<file path="config.mk">
export PLATFORM = sky130hd
export DESIGN_NAME = dfu_flash_sequencer
export DESIGN_NICKNAME = d
export VERILOG_FILES = /design/src/rtl/dfu_flash_sequencer.sv
export SDC_FILE = /design/constraint.sdc
export NUM_CORES = 2
export LEC_CHECK = 0
export CAP_MARGIN = 5
export CORE_UTILIZATION = 30
export CTS_BUF_LIST = sky130_fd_sc_hd__clkbuf_8
export CTS_CLUSTER_SIZE = 25
export DETAILED_ROUTE_END_ITERATION = 8
export GPL_ROUTABILITY_DRIVEN = 0
export PLACE_DENSITY_LB_ADDON = 0.08
export SLEW_MARGIN = 5
export SYNTH_ARGS = -nofsm -noshare
export SYNTH_HDL_FRONTEND = slang
export SYNTH_SLANG_ARGS = --single-unit
</file>
<file path="constraint.sdc">
create_clock -name clk -period 5.1 [get_ports clk]
set_input_delay 0.51 -clock clk [delete_from_list [all_inputs] [get_ports clk]]
set_output_delay 0.51 -clock clk [all_outputs]
set_load 0.02 [all_outputs]
</file>
<file path="src/rtl/dfu_flash_sequencer.sv">
// dfu_flash_sequencer: sits between the DFU class logic and the SPI flash bridge.
// A DNLOAD block is collected into a page buffer and then replayed into the
// bridge page-write port. An UPLOAD block is streamed from the bridge read port
// through a 4-entry FIFO. DFU block numbers map linearly onto flash pages.
module dfu_flash_sequencer #(
    parameter int unsigned PAGE_SIZE = 32'd256,
    parameter logic [15:0] BASE_PAGE = 16'h0000,
    parameter logic [15:0] MAX_PAGES = 16'h0400
) (
    input  logic        clk,
    input  logic        reset_n,
    input  logic        dn_start,
    input  logic        up_start,
    input  logic [15:0] dfu_block,
    input  logic [15:0] dfu_length,
    input  logic        dn_valid,
    output logic        dn_ready,
    input  logic [7:0]  dn_data,
    output logic        up_valid,
    input  logic        up_ready,
    output logic [7:0]  up_data,
    output logic        busy,
    output logic        done,
    output logic        error,
    output logic [15:0] flash_address,
    output logic        flash_rd_request,
    output logic        flash_rd_data_free,
    input  logic        flash_rd_data_put,
    input  logic [7:0]  flash_rd_data,
    output logic        flash_wr_request,
    output logic        flash_wr_data_avail,
    input  logic        flash_wr_busy,
    input  logic        flash_wr_data_get,
    output logic [7:0]  flash_wr_data
);
    // CW holds 0..PAGE_SIZE, AW indexes the page buffer
    localparam int CW = $clog2(PAGE_SIZE + 32'd1);
    localparam int AW = $clog2(PAGE_SIZE);
    localparam logic [15:0]   PAGE_SIZE_W = 16'(PAGE_SIZE);
    localparam logic [CW-1:0] CNT_ONE     = {{(CW-1){1'b0}}, 1'b1};
    localparam logic [CW-1:0] CNT_ZERO    = {CW{1'b0}};

    typedef enum logic [2:0] {
        ST_IDLE      = 3'd0,
        ST_DN_FILL   = 3'd1,
        ST_DN_REQ    = 3'd2,
        ST_DN_STREAM = 3'd3,
        ST_DN_WAIT   = 3'd4,
        ST_UP_STREAM = 3'd5,
        ST_UP_DRAIN  = 3'd6
    } state_t;

    state_t          state_r;
    state_t          state_nx_s;
    logic [CW-1:0]   len_r;
    logic [CW-1:0]   wptr_r;
    logic [CW-1:0]   rptr_r;      // write replay pointer, or bytes received on upload
    logic [15:0]     addr_r;
    logic            error_r;
    logic            done_r;
    logic [7:0]      wr_data_r;
    logic [7:0]      buf_mem_r [PAGE_SIZE];
    logic [7:0]      fifo_mem_r [4];
    logic [1:0]      fifo_wp_r;
    logic [1:0]      fifo_rp_r;
    logic [2:0]      fifo_cnt_r;

    logic            start_s;
    logic            bad_s;
    logic            zero_s;
    logic            dn_acc_s;
    logic            get_s;
    logic            put_s;
    logic            push_s;
    logic            pop_s;
    logic            done_set_s;
    logic [CW-1:0]   len_last_s;

    // dn_start wins over up_start; starts outside IDLE are dropped
    assign start_s    = (state_r == ST_IDLE) && (dn_start || up_start);
    assign bad_s      = (dfu_block >= MAX_PAGES) || (dfu_length > PAGE_SIZE_W);
    assign zero_s     = (dfu_length == 16'd0);
    assign len_last_s = len_r - CNT_ONE;
    assign dn_acc_s   = (state_r == ST_DN_FILL) && dn_valid;
    assign get_s      = (state_r == ST_DN_STREAM) && flash_wr_data_get && (rptr_r < len_r);
    assign put_s      = (state_r == ST_UP_STREAM) && flash_rd_data_put && (rptr_r < len_r);
    assign pop_s      = (fifo_cnt_r != 3'd0) && up_ready;
    assign push_s     = put_s && ((fifo_cnt_r != 3'd4) || pop_s);

    // Outputs decoded from registered state only
    assign busy                = (state_r != ST_IDLE);
    assign dn_ready            = (state_r == ST_DN_FILL);
    assign flash_wr_request    = (state_r == ST_DN_REQ) || (state_r == ST_DN_STREAM);
    assign flash_wr_data_avail = (state_r == ST_DN_STREAM) && (rptr_r < len_r);
    assign flash_rd_request    = (state_r == ST_UP_STREAM);
    assign flash_rd_data_free  = (state_r == ST_UP_STREAM) && (fifo_cnt_r <= 3'd2);
    assign up_valid            = (fifo_cnt_r != 3'd0);
    assign up_data             = fifo_mem_r[fifo_rp_r];
    assign done                = done_r;
    assign error               = error_r;
    assign flash_address       = addr_r;
    assign flash_wr_data       = wr_data_r;

    // State register
    always_ff @(posedge clk or negedge reset_n) begin
        if (!reset_n) begin
            state_r <= ST_IDLE;
        end else begin
            state_r <= state_nx_s;
        end
    end

    // Next-state and done request
    always_comb begin
        state_nx_s = state_r;
        done_set_s = 1'b0;
        case (state_r)
            ST_IDLE: begin
                if (start_s) begin
                    if (bad_s || zero_s) begin
                        done_set_s = 1'b1;
                        state_nx_s = ST_IDLE;
                    end else if (dn_start) begin
                        state_nx_s = ST_DN_FILL;
                    end else begin
                        state_nx_s = ST_UP_STREAM;
                    end
                end else begin
                    state_nx_s = ST_IDLE;
                end
            end
            ST_DN_FILL: begin
                if (dn_acc_s && (wptr_r == len_last_s)) begin
                    state_nx_s = ST_DN_REQ;
                end else begin
                    state_nx_s = ST_DN_FILL;
                end
            end
            ST_DN_REQ: begin
                // avail stays low until the bridge has left its idle state
                if (flash_wr_busy) begin
                    state_nx_s = ST_DN_STREAM;
                end else begin
                    state_nx_s = ST_DN_REQ;
                end
            end
            ST_DN_STREAM: begin
                if (get_s && (rptr_r == len_last_s)) begin
                    state_nx_s = ST_DN_WAIT;
                end else begin
                    state_nx_s = ST_DN_STREAM;
                end
            end
            ST_DN_WAIT: begin
                if (!flash_wr_busy) begin
                    done_set_s = 1'b1;
                    state_nx_s = ST_IDLE;
                end else begin
                    state_nx_s = ST_DN_WAIT;
                end
            end
            ST_UP_STREAM: begin
                if (put_s && (rptr_r == len_last_s)) begin
                    state_nx_s = ST_UP_DRAIN;
                end else begin
                    state_nx_s = ST_UP_STREAM;
                end
            end
            ST_UP_DRAIN: begin
                if (fifo_cnt_r == 3'd0) begin
                    done_set_s = 1'b1;
                    state_nx_s = ST_IDLE;
                end else begin
                    state_nx_s = ST_UP_DRAIN;
                end
            end
            default: begin
                state_nx_s = ST_IDLE;
            end
        endcase
    end

    // Transaction registers: address/length latch, pointers, status, write byte
    always_ff @(posedge clk or negedge reset_n) begin
        if (!reset_n) begin
            addr_r    <= 16'h0000;
            len_r     <= CNT_ZERO;
            wptr_r    <= CNT_ZERO;
            rptr_r    <= CNT_ZERO;
            error_r   <= 1'b0;
            done_r    <= 1'b0;
            wr_data_r <= 8'h00;
        end else begin
            done_r <= done_set_s;
            if (start_s) begin
                addr_r  <= BASE_PAGE + dfu_block;
                len_r   <= dfu_length[CW-1:0];
                error_r <= bad_s;
                wptr_r  <= CNT_ZERO;
                rptr_r  <= CNT_ZERO;
            end else begin
                if (dn_acc_s) begin
                    wptr_r <= wptr_r + CNT_ONE;
                end
                if (get_s || put_s) begin
                    rptr_r <= rptr_r + CNT_ONE;
                end
            end
            // bridge samples the byte one cycle after its get strobe
            if (get_s) begin
                wr_data_r <= buf_mem_r[rptr_r[AW-1:0]];
            end
        end
    end

    // Page buffer write port (storage only, no reset needed)
    always_ff @(posedge clk) begin
        if (dn_acc_s) begin
            buf_mem_r[wptr_r[AW-1:0]] <= dn_data;
        end
    end

    // Upload FIFO; free falls at 3 entries so one in-flight byte still fits
    always_ff @(posedge clk or negedge reset_n) begin
        if (!reset_n) begin
            fifo_mem_r <= '{default: 8'h00};
            fifo_wp_r  <= 2'd0;
            fifo_rp_r  <= 2'd0;
            fifo_cnt_r <= 3'd0;
        end else begin
            if (push_s) begin
                fifo_mem_r[fifo_wp_r] <= flash_rd_data;
                fifo_wp_r             <= fifo_wp_r + 2'd1;
            end
            if (pop_s) begin
                fifo_rp_r <= fifo_rp_r + 2'd1;
            end
            case ({push_s, pop_s})
                2'b10:   fifo_cnt_r <= fifo_cnt_r + 3'd1;
                2'b01:   fifo_cnt_r <= fifo_cnt_r - 3'd1;
                default: fifo_cnt_r <= fifo_cnt_r;
            endcase
        end
    end

endmodule

</file>
==> Yosys cells after proc, flatten, opt, wreduce, memory -nomap -nowiden <==
Memories as Yosys holds them, arrays and structs flattened. A register that Yosys moved wholly into a read port is not among the register bits.
Cells that the tools add are included.
{ "op_classes": {"n_reduce_logical": 29, "n_mux": 28, "order_cmp": 7, "n_eq_ne": 11, "n_addsub": 7, "bitwise": 2} }
{ "ops": {"columns": ["cell", "count"], "rows": [
  ["$mux W9", 4],
  ["$bwmux W32", 1],
  ["$mux W8", 3],
  ["$pmux W3 S7", 1],
  ["$add A9 B1 Y9 const B", 2],
  ["$eq A9 B9 Y1", 2],
  ["$mux W3", 6],
  ["$bmux W8 S2", 1],
  ["$demux W8 S2", 1],
  ["$ge A16 B11 Y1 const B", 1],
  ["$gt A16 B9 Y1 const B", 1],
  ["$logic_not A16 Y1", 1],
  ["$logic_and A1 B1 Y1", 14],
  ["$eq A3 B3 Y1 const B", 3],
  ["$lt A9 B9 Y1", 1],
  ["$sub A9 B1 Y9 const B", 1],
  ["$mux W1", 7],
  ["$eq A3 B2 Y1 const B", 2],
  ["$ge A3 B3 Y1 const B", 2],
  ["$logic_not A3 Y1", 2],
  ["$logic_or A1 B1 Y1", 6],
  ["$not A2 Y3", 2],
  ["$pmux W3 S2", 1],
  ["$reduce_bool A2 Y1", 3],
  ["other kinds (13)", 16]
]} }
{ "word_totals": {"reg_bits": 87, "wordCells": 99, "ram_bits": 2048, "mem_count": 1, "inputBits": 57, "out_inout_bits": 41} }
{ "mem_list": {"columns": ["name", "depth", "width", "rd", "rd_clocked_by_memory_dff", "write_ports", "line_no", "rtl"], "rows": [
  ["buf_mem_r", 256, 8, 1, 1, 1, "62", "logic [7:0] buf_mem_r [PAGE_SIZE];"]
]} }

==> Depth between registers and ports, before layout <==
{ "logic_depth": {"depth_word": 6, "mapped_depth": 19} }

==> Least setup slack after synthesis <==
Ideal clock, no wire load.
{ "synth_path": {"path_kind": "register to register", "start": "register rptr_r[0]", "end": "register fifo_cnt_r[2]", "path_buffers": 7, "setup_ps": 120, "slack_ps": 1100, "t_arrival_ps": 3880, "period_less_slack_ps": 4000, "stages_incl_launch_ff": 20, "path_cell_list": "dfrtp_1 -> buf_6 -> buf_8 -> buf_6 -> buf_6 -> buf_6 -> buf_6 -> inv_1 -> ha_1 -> nor2b_1 -> o21a_1 -> o21ai_1 -> a2111oi_0 -> or3_1 -> buf_2 -> nand3_1 -> fa_1 -> or3_1 -> a31oi_1 -> nand2_1"} }
{ "synth_between": {"elab_chain_len": 5, "word_cells_on_any_way": 7, "classes_between": "order compare: 1; eq/ne: 2; mux: 1; reduce/logical: 3"} }
{ "synth_lines": {"columns": ["item", "line_no", "rtl"], "rows": [
  ["start, declared", "57", "logic [CW-1:0] rptr_r;"],
  ["start signal, assigned", "206", "rptr_r <= rptr_r + CNT_ONE;"],
  ["$lt A9 B9 Y1 *", "86", "assign put_s = (state_r == ST_UP_STREAM) && flash_rd_data_put && (rptr_r < len_r);"],
  ["$logic_and A1 B1 Y1 *", "86", null],
  ["$logic_and A1 B1 Y1 *", "88", "assign push_s = put_s && ((fifo_cnt_r != 3'd4) || pop_s);"],
  ["$eq A2 B1 Y1 or $eq A2 B2 Y1 (tied branches)", "238", "case ({push_s, pop_s})"],
  ["$pmux W3 S2 or $reduce_bool A2 Y1 (tied branches)", null, null],
  ["end signal, assigned", "239", "2'b10: fifo_cnt_r <= fifo_cnt_r + 3'd1;"],
  ["end signal, assigned", "240", "2'b01: fifo_cnt_r <= fifo_cnt_r - 3'd1;"],
  ["end signal, assigned", "241", "default: fifo_cnt_r <= fifo_cnt_r;"],
  ["end, declared", "66", "logic [2:0] fifo_cnt_r;"]
]} }
Mark *: on every way between the ends. The rest lies on a longest branch, timed or not.
A chain may end at the register's enable or synchronous reset.

==> Worst setup path after layout <==
{ "layout_path": {"start": "register rptr_r[0]", "end": "register wr_data_r[3], in the netlist flash_wr_data[3] (read register of buf_mem_r)"} }
{ "layout_between": {"elab_chain_len": 2} }
{ "layout_lines": {"columns": ["item", "line_no", "rtl"], "rows": [
  ["$lt A9 B9 Y1", "85", "assign get_s = (state_r == ST_DN_STREAM) && flash_wr_data_get && (rptr_r < len_r);"],
  ["$logic_and A1 B1 Y1", "85", null],
  ["end, declared", "61", "logic [7:0] wr_data_r;"]
]} }
Several ways; a longest one is shown, not always the timed one.

==> impl.org <==
** STA
- The total count of hold-check failures in the final report came to 0.
- Final setup TNS :: 0 ps
- Clock skew on the completed layout was measured at approximately 74 ps.
- Setup repair after global routing missed its margin :: no
- Final setup violation count :: 0
- Final cycle utilization of the critical path :: between 90% and 100%
- Headroom to the max-slew limit :: about 15%
- Upper clock frequency limit :: roughly 210 MHz
- Final-report max-slew violation count :: 0
- Transition time at the pin with the least slew margin :: around 1300 ps
- Time the worst path needs with I/O delays and setup :: around 4700 ps

** GRT
- Entering global routing, the biggest net connects 145 pins.
- Global routing usage summed across all routing layers :: roughly a fifth
- The first global-routing pass estimated 396000 um of wire.
- Vias in the first global route :: around 46k
- Overflow left after global routing :: 0
- Initial antenna violation count :: 13

** Drt
- The first detailed-routing pass ran for 7 iterations.
- Drt first-iter violations :: 3902
- Wire length per cell :: ~32 um
- Using the TritonRoute via totals, the vias-per-cell ratio works out to slightly above 5.
- The final layout contains routed wiring with a total length of ~290000 um.
- DRC viols :: 0
- Once detail routing completed, the nets flagged for antenna violations numbered 0.
- For this block, the via count after detailed routing is 44.7k.

** Logic synthesis
- Proportion of register bits with asynchronous set or reset after synthesis :: roughly 4.4%
- Counting flops with a built-in enable in the synthesized netlist gives roughly 2.0k.
- Synthesized area :: roughly 85000 sq um
- Syn_nets :: around 4.4k
- Syn avg cell area :: around 20 sq um
- In this run, distinct cell masters in the synthesized netlist total between 70 and 80.
- Ys Warns :: 0
- The most used flip-flop cell after synthesis is sky130_fd_sc_hd__edfxtp_1.
- Synthesized flop and latch total :: around 2.1k
- Cells after synthesis :: about 4.3k
- Seq/Total Area, Yosys :: around three quarters

** Worst hold path
- In this run the worst hold path is classified as in -> async.

** CTS
- For this design, the sink count on the clock tree is around 2.1k.
- TritonCTS built the clock tree.
- The H-tree was split into 5 levels.
- Reg clk slew, reported paths :: ~70 ps
- Post_cts resized :: 0
- The longest clock path from root to sink contains 4 buffers.
- In this run the post-CTS setup repair buffer count came out at 0.
- The number of hold buffers added after CTS was 21.
- Clock latency on the worst-skew pair, taken at its later pin, is ~1100 ps.
- CTS placed an instance of sky130_fd_sc_hd__clkbuf_8 at the clock tree root.
- TritonCTS created 387 clock buffers.

** Die
- The floorplan step defined a die boundary enclosing approximately 280000 sq um.
- Cell Rows :: 194
- Die width :: about 530 um
- In this run the count of I/O pins placed on the die edge is between 90 and 100.
- Floorplan core area :: 280000 sq um
- Initial core utilization :: between 30% and 40%
- In this run the vertical extent of the chip is 533 um.

** Setup path
- Required arrival time at the worst endpoint :: between 5000 and 6000 ps
- Classification of the worst setup path :: reg -> reg
- The setup check on the worst reg-to-reg path leaves a slack of 440 ps.
- CP Cell Sequence :: buf_12 > buf_12 > mux4_2 > and2_1 > a211oi_1 > a21oi_1 > o21ai_0 > o21ai_0 > a31oi_1 > a31oi_1
- Critical Path Start Type :: flip-flop
- In this run the worst path has a maximum fanout of 35.
- Among cell families on the critical path, the largest total delay comes from compound AO/OA/AOI/OAI gates.
- R2R Path End :: flash_wr_data[3]
- Data on the critical path arrives at its endpoint at ~5500 ps.
- The worst setup path is captured at a flip-flop.
- Critical path's slowest cell :: sky130_fd_sc_hd__dfrtp_4
- Critical path buffer and inverter count :: 2
- In this run the critical register-to-register path is launched from rptr_r[0].
- The largest single stage delay on the critical path is between 1000 and 1500 ps.
- The number of cells on the worst reg-to-reg path is 10.

** Run status
- Status :: finished, final reports clean

** Pwr
- Maximum vdd ir drop :: 210 uV
- Leakage dissipation :: a little over 30 nW
- Power density cells :: approximately 400 nW/um^2

** Placed design
- Cell count after placement :: a little over 8k
- Once detailed placement completed, the half-perimeter wirelength came to around 180000 um.
- Input/output buffers :: 97

** Cells and area
- Counting the fill cells in the layout gives 26.3k.
- Net count reported at finish :: approximately 4.9k
- The post-route netlist has 25.0% of its cells at a drive strength greater than 1.
- The count of cells in the finished layout, fillers not included, comes to approximately 9k.
- Area growth from synthesis to layout :: 16.8%

** Run
- Max-cap violations in this run came to 0.
## synth_stat cells, types with 7 or more instances
library cell	number	share of area, %
sky130_fd_sc_hd__edfxtp_1	2048	73
sky130_fd_sc_hd__a211oi_1	36	0.32
sky130_fd_sc_hd__nor2_1	318	1.4
sky130_fd_sc_hd__a221oi_1	33	0.34
sky130_fd_sc_hd__clkbuf_1	122	0.54
sky130_fd_sc_hd__o21ai_0	50	0.30
sky130_fd_sc_hd__a21o_1	7	0.062
sky130_fd_sc_hd__a22oi_1	71	0.63
sky130_fd_sc_hd__a211o_1	7	0.072
sky130_fd_sc_hd__nor4_1	10	0.074
sky130_fd_sc_hd__o211ai_1	13	0.12
sky130_fd_sc_hd__nor2b_1	25	0.18
sky130_fd_sc_hd__and2_1	9	0.067
sky130_fd_sc_hd__mux2_1	14	0.19
sky130_fd_sc_hd__buf_6	49	0.65
sky130_fd_sc_hd__o221ai_1	24	0.25
sky130_fd_sc_hd__mux2i_1	263	3.1
sky130_fd_sc_hd__inv_1	27	0.12
sky130_fd_sc_hd__o22ai_1	30	0.22
sky130_fd_sc_hd__dfrtp_1	95	2.8
sky130_fd_sc_hd__buf_1	14	0.062
sky130_fd_sc_hd__buf_4	16	0.14
sky130_fd_sc_hd__a21oi_1	89	0.53
sky130_fd_sc_hd__nand3_1	46	0.27
sky130_fd_sc_hd__a22o_1	11	0.11
sky130_fd_sc_hd__xor2_1	10	0.10
sky130_fd_sc_hd__xnor2_1	31	0.32
sky130_fd_sc_hd__a31oi_1	25	0.18
sky130_fd_sc_hd__nand4_1	8	0.059
sky130_fd_sc_hd__ha_1	19	0.28
sky130_fd_sc_hd__a2111oi_0	7	0.072
sky130_fd_sc_hd__nand2_1	153	0.68
sky130_fd_sc_hd__buf_2	45	0.27
sky130_fd_sc_hd__nand2b_1	7	0.052
sky130_fd_sc_hd__mux2_2	46	0.61
sky130_fd_sc_hd__mux4_2	414	11
sky130_fd_sc_hd__nor3_1	18	0.11
## worst max path at each step
stage	startpoint	endpoint	slack (ps)	cells after the start
finish	rptr_r[0]	flash_wr_data[3]	440	10
global route	rptr_r[0]	flash_wr_data[3]	220	10
CTS	rptr_r[0]	flash_wr_data[3]	250	10
detailed placement	rptr_r[0]	flash_wr_data[3]	310	10
global placement	rptr_r[0]	flash_wr_data[3]	220	10
floorplan	rptr_r[0]	fifo_cnt_r[2]	1100	19
## power by group
part / leakage, nW / switching (mW) / internal, mW
Sequential: 19.6 / 0.341 / 19.5
Combinational: 7.38 / 2.59 / 2.00
Clock: 4.09 / 7.46 / 7.68
Total: 31.1 / 10.4 / 29.2
## sequential cells by signal, indices dropped and copies added (netlist names)
register	flops
state_r	3
done	1
fifo_cnt_r	3
error	1
wptr_r	9
len_r	9
flash_address	16
fifo_wp_r	2
buf_mem_r	2048
rptr_r	9
fifo_rp_r	2
fifo_mem_r	32
flash_wr_data	8
## through the flow
stage	instance area [sq um]	setup WS, ps	hold slack [ps]	power (mW)	util [%]
detailed placement	91600	306	479	24.9	32.7
global route	98800	220	51.0	41.1	35.3
CTS	98800	253	2.49	40.1	35.3
finish	98800	440	63.1	39.6	35.3
global placement	91600	225	468	24.9	32.7
floorplan	84700	1100	214	23.0	-
## placed cells by master, fill, tap and decap left out, drive strengths merged, types with 95 or more instances in the layout
cell	instances
buf	313
clkbuf	400
clkinv	113
dfrtp	95
edfxtp	2048
inv	181
mux2i	263
mux4	414
nand2	157
nor2	319
## cell families after synthesis
family                     count (synthesis)  share of synthesized area [%]
adders and majority gates                 20                          0.304
DFF                                     2143                           75.5
xor gates and xnor gates                  41                          0.424
and+or+nand+nor                          623                           3.18
buffers and inverters                    283                           1.94
AOI/OAI and AO/OA                        457                           3.77
muxes                                    737                           14.9
## area by class of cell
class / count / area [sq um] / share of cell area [%]
flip-flops and latches: 2143 / 63900 / 64.6
multi-input cells: 1878 / 19300 / 19.5
clock buffers: 400 / 5510 / 5.57
well taps: 3724 / 4660 / 4.71
repair buffers: 423 / 3910 / 3.95
clock inverters: 276 / 1490 / 1.50
inverters: 30 / 115 / 0.116
diodes: 7 / 17.5 / 0.0177
## layer usage
metal	track usage, %	vias up	share of wire [%]
met5	0	-	0.0031
met3	3.65	359	5.3
met2	32.1	1259	47
met4	4.67	2	2.2
li1	-	18800	-
met1	28.1	24300	45
No activity file was read; power rests on OpenSTA's default activity.
